==> src/rtl/blink_sequencer.sv <==
// LED playback controller: fetches colours 0..level-1 from pattern memory and blinks each for an on/off period.
// Optional macro BLINK_SPEEDUP_EN halves the on-time (minimum 1) once the latched level reaches 6.
module blink_sequencer #(
  parameter int ON_CYCLES  = 25000000,
  parameter int OFF_CYCLES = 12500000,
  parameter int CNT_W      = 26,
  parameter int ADDR_W     = 4
) (
  input  logic              clk,
  input  logic              reset,
  input  logic              start,
  input  logic [3:0]        level,
  output logic              mem_rd_en,
  output logic [ADDR_W-1:0] mem_addr,
  input  logic [1:0]        mem_rd_data,
  output logic [3:0]        led,
  output logic              busy,
  output logic              blinker_done
);

  typedef enum logic [2:0] {
    S_IDLE,
    S_FETCH,
    S_WAIT,
    S_ON,
    S_OFF,
    S_DONE
  } state_t;

  localparam logic [CNT_W-1:0] OFF_LOAD = CNT_W'(OFF_CYCLES - 1);
  localparam logic [CNT_W-1:0] ON_LOAD  = CNT_W'(ON_CYCLES - 1);
`ifdef BLINK_SPEEDUP_EN
  localparam int               ON_HALF       = (ON_CYCLES / 2 < 1) ? 1 : ON_CYCLES / 2;
  localparam logic [CNT_W-1:0] ON_LOAD_FAST  = CNT_W'(ON_HALF - 1);
`endif

  state_t            state_q, state_d;
  logic [ADDR_W:0]   idx_q, idx_d;
  logic [3:0]        lvl_q, lvl_d;
  logic [CNT_W-1:0]  cnt_q, cnt_d;
  logic [1:0]        colour_q, colour_d;

  logic [CNT_W-1:0]  on_load;
  logic [ADDR_W:0]   idx_inc;
  logic [ADDR_W:0]   lvl_ext;

  // idx carries one extra bit so that lvl=15 ends on 15 rather than wrapping
  assign idx_inc = idx_q + (ADDR_W+1)'(1);
  assign lvl_ext = (ADDR_W+1)'(lvl_q);

`ifdef BLINK_SPEEDUP_EN
  assign on_load = (lvl_q >= 4'd6) ? ON_LOAD_FAST : ON_LOAD;
`else
  assign on_load = ON_LOAD;
`endif

  always_ff @(posedge clk) begin
    if (!reset) begin
      state_q  <= S_IDLE;
      idx_q    <= '0;
      lvl_q    <= '0;
      cnt_q    <= '0;
      colour_q <= '0;
    end else begin
      state_q  <= state_d;
      idx_q    <= idx_d;
      lvl_q    <= lvl_d;
      cnt_q    <= cnt_d;
      colour_q <= colour_d;
    end
  end

  always_comb begin
    state_d  = state_q;
    idx_d    = idx_q;
    lvl_d    = lvl_q;
    cnt_d    = cnt_q;
    colour_d = colour_q;
    case (state_q)
      S_IDLE: begin
        if (start) begin
          lvl_d   = level;
          idx_d   = '0;
          state_d = (level == 4'd0) ? S_DONE : S_FETCH;
        end
      end
      S_FETCH: begin
        state_d = S_WAIT;
      end
      S_WAIT: begin
        colour_d = mem_rd_data;
        cnt_d    = on_load;
        state_d  = S_ON;
      end
      S_ON: begin
        if (cnt_q == '0) begin
          cnt_d   = OFF_LOAD;
          state_d = S_OFF;
        end else begin
          cnt_d = cnt_q - CNT_W'(1);
        end
      end
      S_OFF: begin
        if (cnt_q == '0) begin
          idx_d   = idx_inc;
          state_d = (idx_inc == lvl_ext) ? S_DONE : S_FETCH;
        end else begin
          cnt_d = cnt_q - CNT_W'(1);
        end
      end
      S_DONE: begin
        state_d = S_IDLE;
      end
      default: begin
        state_d = S_IDLE;
      end
    endcase
  end

  // Moore decode: outputs depend on registered state only
  always_comb begin
    mem_rd_en    = 1'b0;
    mem_addr     = '0;
    led          = 4'b0000;
    busy         = (state_q != S_IDLE);
    blinker_done = 1'b0;
    case (state_q)
      S_FETCH: begin
        mem_rd_en = 1'b1;
        mem_addr  = idx_q[ADDR_W-1:0];
      end
      S_ON:    led          = 4'b0001 << colour_q;
      S_DONE:  blinker_done = 1'b1;
      default: ;
    endcase
  end

endmodule

==> config.mk <==
export PLATFORM = sky130hd
export DESIGN_NAME = blink_sequencer
export DESIGN_NICKNAME = d
export VERILOG_FILES = /design/src/rtl/blink_sequencer.sv
export SDC_FILE = /design/constraint.sdc
export NUM_CORES = 1
export LEC_CHECK = 0
export ABC_AREA = 1
export CAP_MARGIN = 20
export CORE_MARGIN = 2
export CORE_UTILIZATION = 37
export DETAILED_ROUTE_END_ITERATION = 12
export PLACE_DENSITY = 0.51
export SYNTH_ARGS = -nofsm -noshare
export SYNTH_HDL_FRONTEND = slang
export SYNTH_SLANG_ARGS = --single-unit
==> constraint.sdc <==
create_clock -name clk -period 1.8 [get_ports clk]
set_clock_uncertainty 0.15 [all_clocks]
set_input_delay 0.36 -clock clk [delete_from_list [all_inputs] [get_ports clk]]
set_output_delay 0.36 -clock clk [all_outputs]
set_load 0.01 [all_outputs]
==> results by group, run 1 <==
Drt
  – DR WL/cell: 13.9 µm
  – WL final: 8450 µm
  – Pre-antenna DRT Iters: 4
  – DRC: 0
  – Via count: 2915
  – DR iter-0 viols: 133
  – Vias/cell: 4.80
  – Antenna Nets Post-Route: 0

Global routing
  – Tot GR Track Use: 0.219
  – First-pass GRT wire length: 13100 µm
  – Initial antenna violation count: 0
  – Number of global-route vias before repair: 2839
  – GR Overflow Total: 0
  – Largest net degree at the start of global routing: 21

Critical path
  – Crit-path max FO: 5
  – Cell count of the worst reg-to-reg path: 9
  – Worst r2r dst: cnt_q[23]
  – Worst EP required: 1.81 ns
  – Crit path capture type: flip-flop
  – Worst Setup Start Kind: flip-flop
  – CP Class: reg -> reg
  – RR Startpoint: state_q[1]
  – Reg2reg setup slack: -0.007 ns
  – Crit path DAT: 1.82 ns

Final layout
  – Diode count: 0
  – Fill cells: 634
  – Area grow syn2layout: 54.4%
  – Share of post-route cells with drive strength above 1: 0.434
  – Total Nets Final: 521

Timing
  – Final worst path period need: 1.81 ns
  – Final Slew Violations: 0
  – Slew @ Worst Pin: 0.679 ns
  – Final Setup Violations: 3
  – Slew headroom: 0.547
  – Fin Setup TNS: -0.0150 ns
  – Post-route setup slack: -0.00742 ns
  – Fmax: 553 MHz
  – Final Hold Vio Count: 0
  – Unrepaired setup endpoints after global routing: true
  – Crit share post-route: 1.00

CTS
  – Sink Count: 40
  – H-tree depth: 2
  – Clock Latency Late Sink: 0.30 ns
  – Cts hold-fix bufs: 0
  – Clock buffer depth: 2
  – Clock buffer count from CTS: 5
  – CTS tree: yes
  – Root buffer cell: clkbuf_8
  – Clock transition at path regs: 0.08 ns

Synth
  – Synthesized area: 2630 µm²
  – Yosys warning count: 0
  – Post-synth cell types: 34
  – Sequential area share after synthesis: 0.304
  – FF+latch count, synth: 40
  – Syn Area/Cell: 6.42 µm²
  – Syn nets: 421
  – Syn Inst Count: 410

Placement
  – DP Wirelength: 5690 µm
  – # port buffers: 19
  – Placer Congestion: 0.925
  – DP Worst Slack: -0.0996 ns

Min path
  – Hold Path Depth: 2
  – Hold WC Path Type: reg -> reg
  – Hold path endpoint: lvl_q[3]
  – HP Start: lvl_q[3]

Floorplan
  – I/O pins: 20
  – Initial Utilization: 0.385
  – # rows: 30
  – Die Span Y: 88.3 µm
  – Die area: 7800 µm²
  – CORE AREA: 6830 µm²
  – Die W: 88.3 µm

Status
  – Status: finished, violations left
  – Failing checks: setup timing

Run
  – Max-cap viol count: 0
[registers in the layout (all words and copies together) (netlist names)]
name      cells
idx_q         5
cnt_q        26
colour_q      2
lvl_q         4
state_q       3
[synthesized netlist by cell type (all sizes together)]
library cell  count  share of area
nor4              1         0.0024
o21bai            1         0.0029
nand2           104           0.17
clkbuf            3         0.0043
buf               8          0.025
nand4             9          0.021
o21ai            24          0.047
a31oi             1         0.0024
inv              52          0.074
ha                2         0.0095
xnor2             5          0.017
xor2              8          0.027
or2               3         0.0071
a21oi            27          0.064
o211ai            2         0.0057
nor3              8          0.019
nand3            29          0.057
nor2             83           0.14
dfxtp            40           0.30
[through the flow]
step | hold slack, ns | utilization | instances | instance area, µm²
after floorplan | 0.294 | - | 410 | 2630
after global placement | 0.318 | 0.490 | 577 | 3350
after detailed placement | 0.323 | 0.490 | 577 | 3350
after CTS | 0.337 | 0.540 | 594 | 3690
after global routing | 0.364 | 0.595 | 607 | 4060
final | 0.334 | 0.595 | 607 | 4060
[area by class of cell]
type | count | area (µm²) | area share
Clock buffer | 5 | 68.8 | 0.0169
Clock inverter | 3 | 42.5 | 0.0105
Inverter | 52 | 200 | 0.0493
Multi-Input combinational cell | 307 | 1900 | 0.468
Sequential cell | 40 | 815 | 0.200
Tap cell | 96 | 120 | 0.0296
Timing Repair Buffer | 104 | 917 | 0.226
[cells in the final DEF, fill, tap and decap left out, types with 3 or more instances in the layout]
master	instances
nand2_2	25
o21ai_2	5
a21oi_1	16
inv_1	43
buf_6	11
xnor2_1	5
nor2_1	54
nand2_8	3
o21ai_0	16
nand2_4	8
a21oi_2	11
buf_4	68
nor3_4	3
nor2_2	17
nand3_1	20
inv_2	7
nor3_2	4
xor2_1	8
buf_2	9
dfxtp_1	33
buf_12	3
nand3_2	8
nand2_1	68
clkbuf_8	5
dfxtp_2	5
nand4_1	9
clkdlybuf4s50_1	8
nor2_4	12
[what timing repair did]
item	4_1_cts	5_1_grt
setup buffers	7	11
gates resized for setup	86	76
setup endpoints to repair	39	45
pin swaps	11	26
endpoints found under the hold margin	0	0
gates cloned	2	2
[routing by layer]
layer	vias to the layer above	routed length, µm	track usage
li1	1499	-	-
met1	1353	3690	0.268
met2	46	4330	0.394
met3	17	211	0.0336
met4	0	222	0.0689
met5	-	0	0
[how the worst max path moves through the flow]
stage | start | end | slack (ns) | depth (start not counted)
3_5_place_dp | state_q[1] | mem_addr[1] | -0.1 | 4
4_1_cts | state_q[1] | busy | -0.01 | 5
3_3_place_gp | state_q[1] | mem_addr[2] | -0.08 | 4
6_report | state_q[1] | cnt_q[23] | -0.007 | 9
2_1_floorplan | state_q[2] | led[0] | 0.1 | 6
5_1_grt | cnt_q[5] | cnt_q[15] | -0.12 | 10
[critical path, stage by stage (launching register included)]
cell	delay, ns
dfxtp_4	0.36
buf_6	0.11
or2_4	0.25
nor2_4	0.14
buf_12	0.13
nand3_4	0.13
nand2_2	0.15
inv_1	0.10
nand2_1	0.10
a21oi_2	0.05
[cells by family (layout without fill, tap and decap cells)]
| family | Yosys count | in the layout | synth area share |
|---|---|---|---|
| buffers and inverters | 63 | 164 | 0.104 |
| AND/OR/NAND/NOR | 237 | 237 | 0.417 |
| adder cells (fa/ha/maj) | 2 | 2 | 0.00951 |
| AO/OA/AOI/OAI | 55 | 55 | 0.122 |
| flip-flops | 40 | 40 | 0.304 |
| XOR/XNOR | 13 | 13 | 0.0433 |
Power of run 1 is left out: the tool's default activity adds up to more than one toggle a clock period on the data nets, which glitch-free logic cannot reach.
==> run 2, diff against run 1 <==
- CORE_UTILIZATION: 37 -> 50
- PLACE_DENSITY: 0.51 -> 0.66
==> results by group, run 2 (synthesized netlist as in run 1, its figures left out) <==
Final layout
  – Final core occ: 0.673
  – Share of post-route cells with drive strength above 1: 0.311
  – Total Nets Final: 486
  – Final Non-Filler Cells: 546
  – Max reg flops: 26
  – Biggest register: cnt_q
  – Most common cell after layout, fill and taps aside: nand2_1
  – Diode count: 0
  – Area grow syn2layout: 30.6%
  – Top flop regs: cnt_q x26, idx_q x5, lvl_q x4
  – Commonest non-fill, non-tap cells in the layout: nand2_1, nor2_1, inv_1, buf_4, dfxtp_1

Critical path
  – Crit-path max FO: 5
  – Crit path DAT: 1.33 ns
  – CP Class: reg -> out
  – Slowest-stage cell, CP: dfxtp_2
  – Buf+Inv Stages, Crit Path: 4
  – Worst path top cell family by delay: buffers and inverters
  – Worst EP required: 1.29 ns
  – RR Startpoint: state_q[1]
  – CP cell instances: buf_4 -> nor3_4 -> buf_6 -> inv_4 -> nor2_1 -> buf_2
  – Worst Setup Start Kind: flip-flop
  – Crit. Startpoint: state_q[1]
  – Delay of the slowest cell on the worst path: 0.34 ns
  – Crit path capture type: primary output

Timing
  – Final Slew Violations: 0
  – Slew headroom: 0.557
  – Crit share post-route: 1.02
  – Worst hold margin: 0.333 ns
  – Post-route setup slack: -0.0370 ns
  – Final Hold Vio Count: 0
  – Unrepaired setup endpoints after global routing: true
  – Fin Setup TNS: -0.148 ns
  – Slew @ Worst Pin: 0.663 ns
  – Fmax: 544 MHz
  – Final Setup Violations: 9
  – Final worst path period need: 1.84 ns

Pwr
  – Sw Share: 0.499
  – Leakage: 1.60 nW
  – PD cells: 2320 nW/µm²
  – Clock power frac: 0.079
  – Reg power frac: 0.200
  – P_int: 0.00400 W
  – VDD IR-drop max: 1470 µV
  – Psw: 0.00398 W
  – Comb pwr share: 0.721

CTS
  – Sink Count: 40
  – Clock Latency Late Sink: 0.30 ns
  – Clock buffer depth: 2
  – Root buffer cell: clkbuf_8
  – Clock transition at path regs: 0.08 ns
  – CTS tree: yes
  – Cts hold-fix bufs: 0
  – H-tree depth: 2
  – Clock buffer count from CTS: 5

Drt
  – Antenna Nets Post-Route: 0
  – Via count: 2778
  – DR iter-0 viols: 149
  – DRC: 0
  – Pre-antenna DRT Iters: 4
  – DR WL/cell: 12.7 µm
  – Vias/cell: 5.09
  – WL final: 6960 µm

Status
  – Failing checks: setup timing
  – Status: finished, violations left

Floorplan
  – CORE AREA: 5110 µm²
  – Die W: 76.5 µm
  – Die area: 5860 µm²
  – # rows: 26
  – I/O pins: 20
  – Initial Utilization: 0.515
  – Die Span Y: 76.5 µm

Placement
  – DP Wirelength: 5160 µm
  – Cells after DPL: 531
  – Placer Congestion: 0.980
  – # port buffers: 19

Global routing
  – Number of global-route vias before repair: 2657
  – Largest net degree at the start of global routing: 18
  – GR Overflow Total: 0
  – Tot GR Track Use: 0.248
  – First-pass GRT wire length: 11800 µm
  – Initial antenna violation count: 0

Min path
  – HP Start: lvl_q[3]
  – Hold WC Path Type: reg -> reg

Run
  – Max-cap viol count: 0
-- run 2: what timing repair did --
action	CTS	global route
gates resized for setup	63	36
buffers inserted	4	3
pin swaps	3	4
setup endpoints to repair	26	45
-- run 2: area by class of cell --
class / instances / area (µm²)
Clock inverter: 2 / 10.0
Timing Repair Buffer: 69 / 566
Sequential cell: 40 / 808
Inverter: 52 / 200
Fill cell: 472 / 1670
Tap cell: 70 / 87.6
Multi-Input combinational cell: 307 / 1680
Clock buffer: 6 / 82.6
-- run 2: worst reg2reg max path: stages, from the launching register on --
cell and delay, ns:
dfxtp_2 0.34, buf_6 0.12, or2_4 0.27, nor2_4 0.18, buf_4 0.16, nand2_4 0.05
nand2_4 0.08, buf_8 0.15, nand2_1 0.07, nand2_1 0.05, nand2_1 0.04, nor2_1 0.09
-- run 2: power by group through the flow --
stage               clock network [W]  registers (W)  logic [W]
floorplan                           0        0.00152    0.00353
CTS                          0.000651        0.00156    0.00530
global placement                    0        0.00155    0.00504
global route                 0.000680        0.00163    0.00636
detailed placement                  0        0.00155    0.00512
finish                       0.000631        0.00159    0.00575
-- run 2: per-stage QoR --
| stage | area (µm²) | total power, W | setup WS [ns] |
|---|---|---|---|
| 2_1_floorplan | 2630 | 0.00505 | 0.0952 |
| 3_3_place_gp | 3170 | 0.00659 | -0.0841 |
| 3_5_place_dp | 3170 | 0.00667 | -0.104 |
| 4_1_cts | 3300 | 0.00751 | -0.00927 |
| 5_1_grt | 3440 | 0.00867 | -0.112 |
| 6_report | 3440 | 0.00798 | -0.0370 |
-- run 2: per-layer routing --
layer / wire [µm] / up-vias / global-route usage
li1: - / 1426 / -
met1: 3040 / 1279 / 0.289
met2: 3530 / 57 / 0.461
met3: 225 / 16 / 0.0403
met4: 167 / 0 / 0.0800
met5: 0 / - / 0
-- run 2: final timing paths --
| check | to | slack [ns] | cells past startpoint |
|---|---|---|---|
| setup / recovery | mem_addr[1] | -0.04 | 6 |
| hold / removal | lvl_q[3] | 0.33 | 2 |
| setup reg to reg | cnt_q[6] | -0.01 | 11 |
| hold reg to reg | lvl_q[3] | 0.33 | 2 |
(Power assumes the default switching activity.)
==> run 3, diff against run 2 <==
- CELL_PAD_IN_SITES_DETAIL_PLACEMENT: unset -> 1
- CELL_PAD_IN_SITES_GLOBAL_PLACEMENT: unset -> 1
- CORE_UTILIZATION: 50 -> 41
- PLACE_DENSITY: 0.66 -> 0.75
==> results by group, run 3 (synthesized netlist as in run 1, its figures left out) <==
CTS
  – Clock buffer depth: 2
  – CTS tree: yes
  – Clock transition at path regs: 0.09 ns
  – Cts hold-fix bufs: 0
  – Sink Count: 40
  – Clock buffer count from CTS: 5
  – Root buffer cell: clkbuf_8
  – Clock Latency Late Sink: 0.31 ns
  – H-tree depth: 2

Critical path
  – Worst EP required: 1.82 ns
  – Worst Setup Start Kind: flip-flop
  – RR Startpoint: cnt_q[9]
  – Crit. Startpoint: cnt_q[9]
  – Crit path DAT: 1.95 ns
  – CP Class: reg -> reg
  – Crit path capture type: flip-flop
  – Reg2reg setup slack: -0.12 ns
  – Crit-path max FO: 6

Timing
  – Fin Setup TNS: -2.68 ns
  – Final Setup Violations: 41
  – Worst hold margin: 0.334 ns
  – Fmax: 520 MHz
  – Unrepaired setup endpoints after global routing: true
  – Slew @ Worst Pin: 0.663 ns
  – Crit share post-route: 1.07
  – Post-route setup slack: -0.124 ns
  – Final Hold Vio Count: 0
  – Final Slew Violations: 0
  – Final worst path period need: 1.92 ns
  – Slew headroom: 0.558

Floorplan
  – I/O pins: 20
  – Die area: 7070 µm²
  – CORE AREA: 6280 µm²
  – Die Span Y: 84.1 µm
  – Initial Utilization: 0.419
  – # rows: 29
  – Die W: 84.1 µm

Final layout
  – Total Nets Final: 506
  – Area grow syn2layout: 44.4%
  – Max reg flops: 26
  – Most common cell after layout, fill and taps aside: nand2_1
  – Final instance area: 3800 µm²
  – Biggest register: cnt_q
  – Fill cells: 816
  – Commonest non-fill, non-tap cells in the layout: nand2_1, nor2_1, buf_4
  – Area of the multi-input gates: 1750 µm²
  – Storage cell area: 810 µm²
  – Share of post-route cells with drive strength above 1: 0.353
  – Top flop regs: cnt_q x26, idx_q x5, lvl_q x4
  – Diode count: 0

Global routing
  – Number of global-route vias before repair: 3370
  – Largest net degree at the start of global routing: 22
  – GR Overflow Total: 0
  – Tot GR Track Use: 0.269
  – Initial antenna violation count: 0
  – First-pass GRT wire length: 15200 µm

Placement
  – Placer Congestion: 0.789
  – # port buffers: 19
  – Post-DP Area: 3320 µm²
  – DP Wirelength: 6710 µm

Drt
  – DR iter-0 viols: 139
  – Vias/cell: 5.45
  – DRC: 0
  – WL final: 10600 µm
  – Pre-antenna DRT Iters: 5
  – DR WL/cell: 18.5 µm
  – Antenna Nets Post-Route: 0
  – Via count: 3123

Min path
  – HP Start: lvl_q[2]
  – Hold WC Path Type: reg -> reg

Status
  – Failing checks: setup timing
  – Status: finished, violations left

Run
  – Max-cap viol count: 0
[run 3: path summary, 6_finish.rpt]
kind                            cells past startpoint        to
worst max-delay path                               11  cnt_q[1]
worst max register to register                     11  cnt_q[1]
worst min-delay path                                2  lvl_q[2]
worst min register to register                      2  lvl_q[2]
[run 3: metal layers]
layer	wire length, µm	track usage	up-vias
met5	0	0	-
met4	517	0.135	0
met3	392	0.0475	46
met2	5530	0.505	91
met1	4130	0.287	1516
li1	-	-	1470
[run 3: cell type report]
type / count / area share
inverters: 52 / 0.0540
clock inverters: 3 / 0.0237
multi-input cells: 307 / 0.461
clock buffers: 5 / 0.0181
well taps: 77 / 0.0254
repair buffers: 89 / 0.204
flip-flops and latches: 40 / 0.213
[run 3: what timing repair did]
| action | in CTS | in global routing |
|---|---|---|
| buffers inserted | 3 | 2 |
| endpoints found under the setup margin | 38 | 44 |
| gates resized for setup | 68 | 49 |
| cloned | 0 | 3 |
| pin swaps | 3 | 3 |
[run 3: worst max-delay path, cell delays in order (launching register included)]
cell,delay (ns)
dfxtp_1,0.36
nor2_2,0.17
nand2_1,0.16
nor2_4,0.14
nand2_2,0.09
inv_4,0.09
nand3_4,0.17
nand2_4,0.16
buf_12,0.13
nand2_1,0.05
nand2_1,0.06
a21oi_1,0.05
[run 3: per-stage QoR]
stage,worst slack (ns),utilization,cells
after detailed placement,-0.196,0.529,557
after CTS,-0.0481,0.565,568
final,-0.124,0.605,573
after global placement,-0.0872,0.529,557
after floorplan,0.0952,-,410
after global routing,-0.206,0.605,573
Power of run 3 is left out for the same reason.
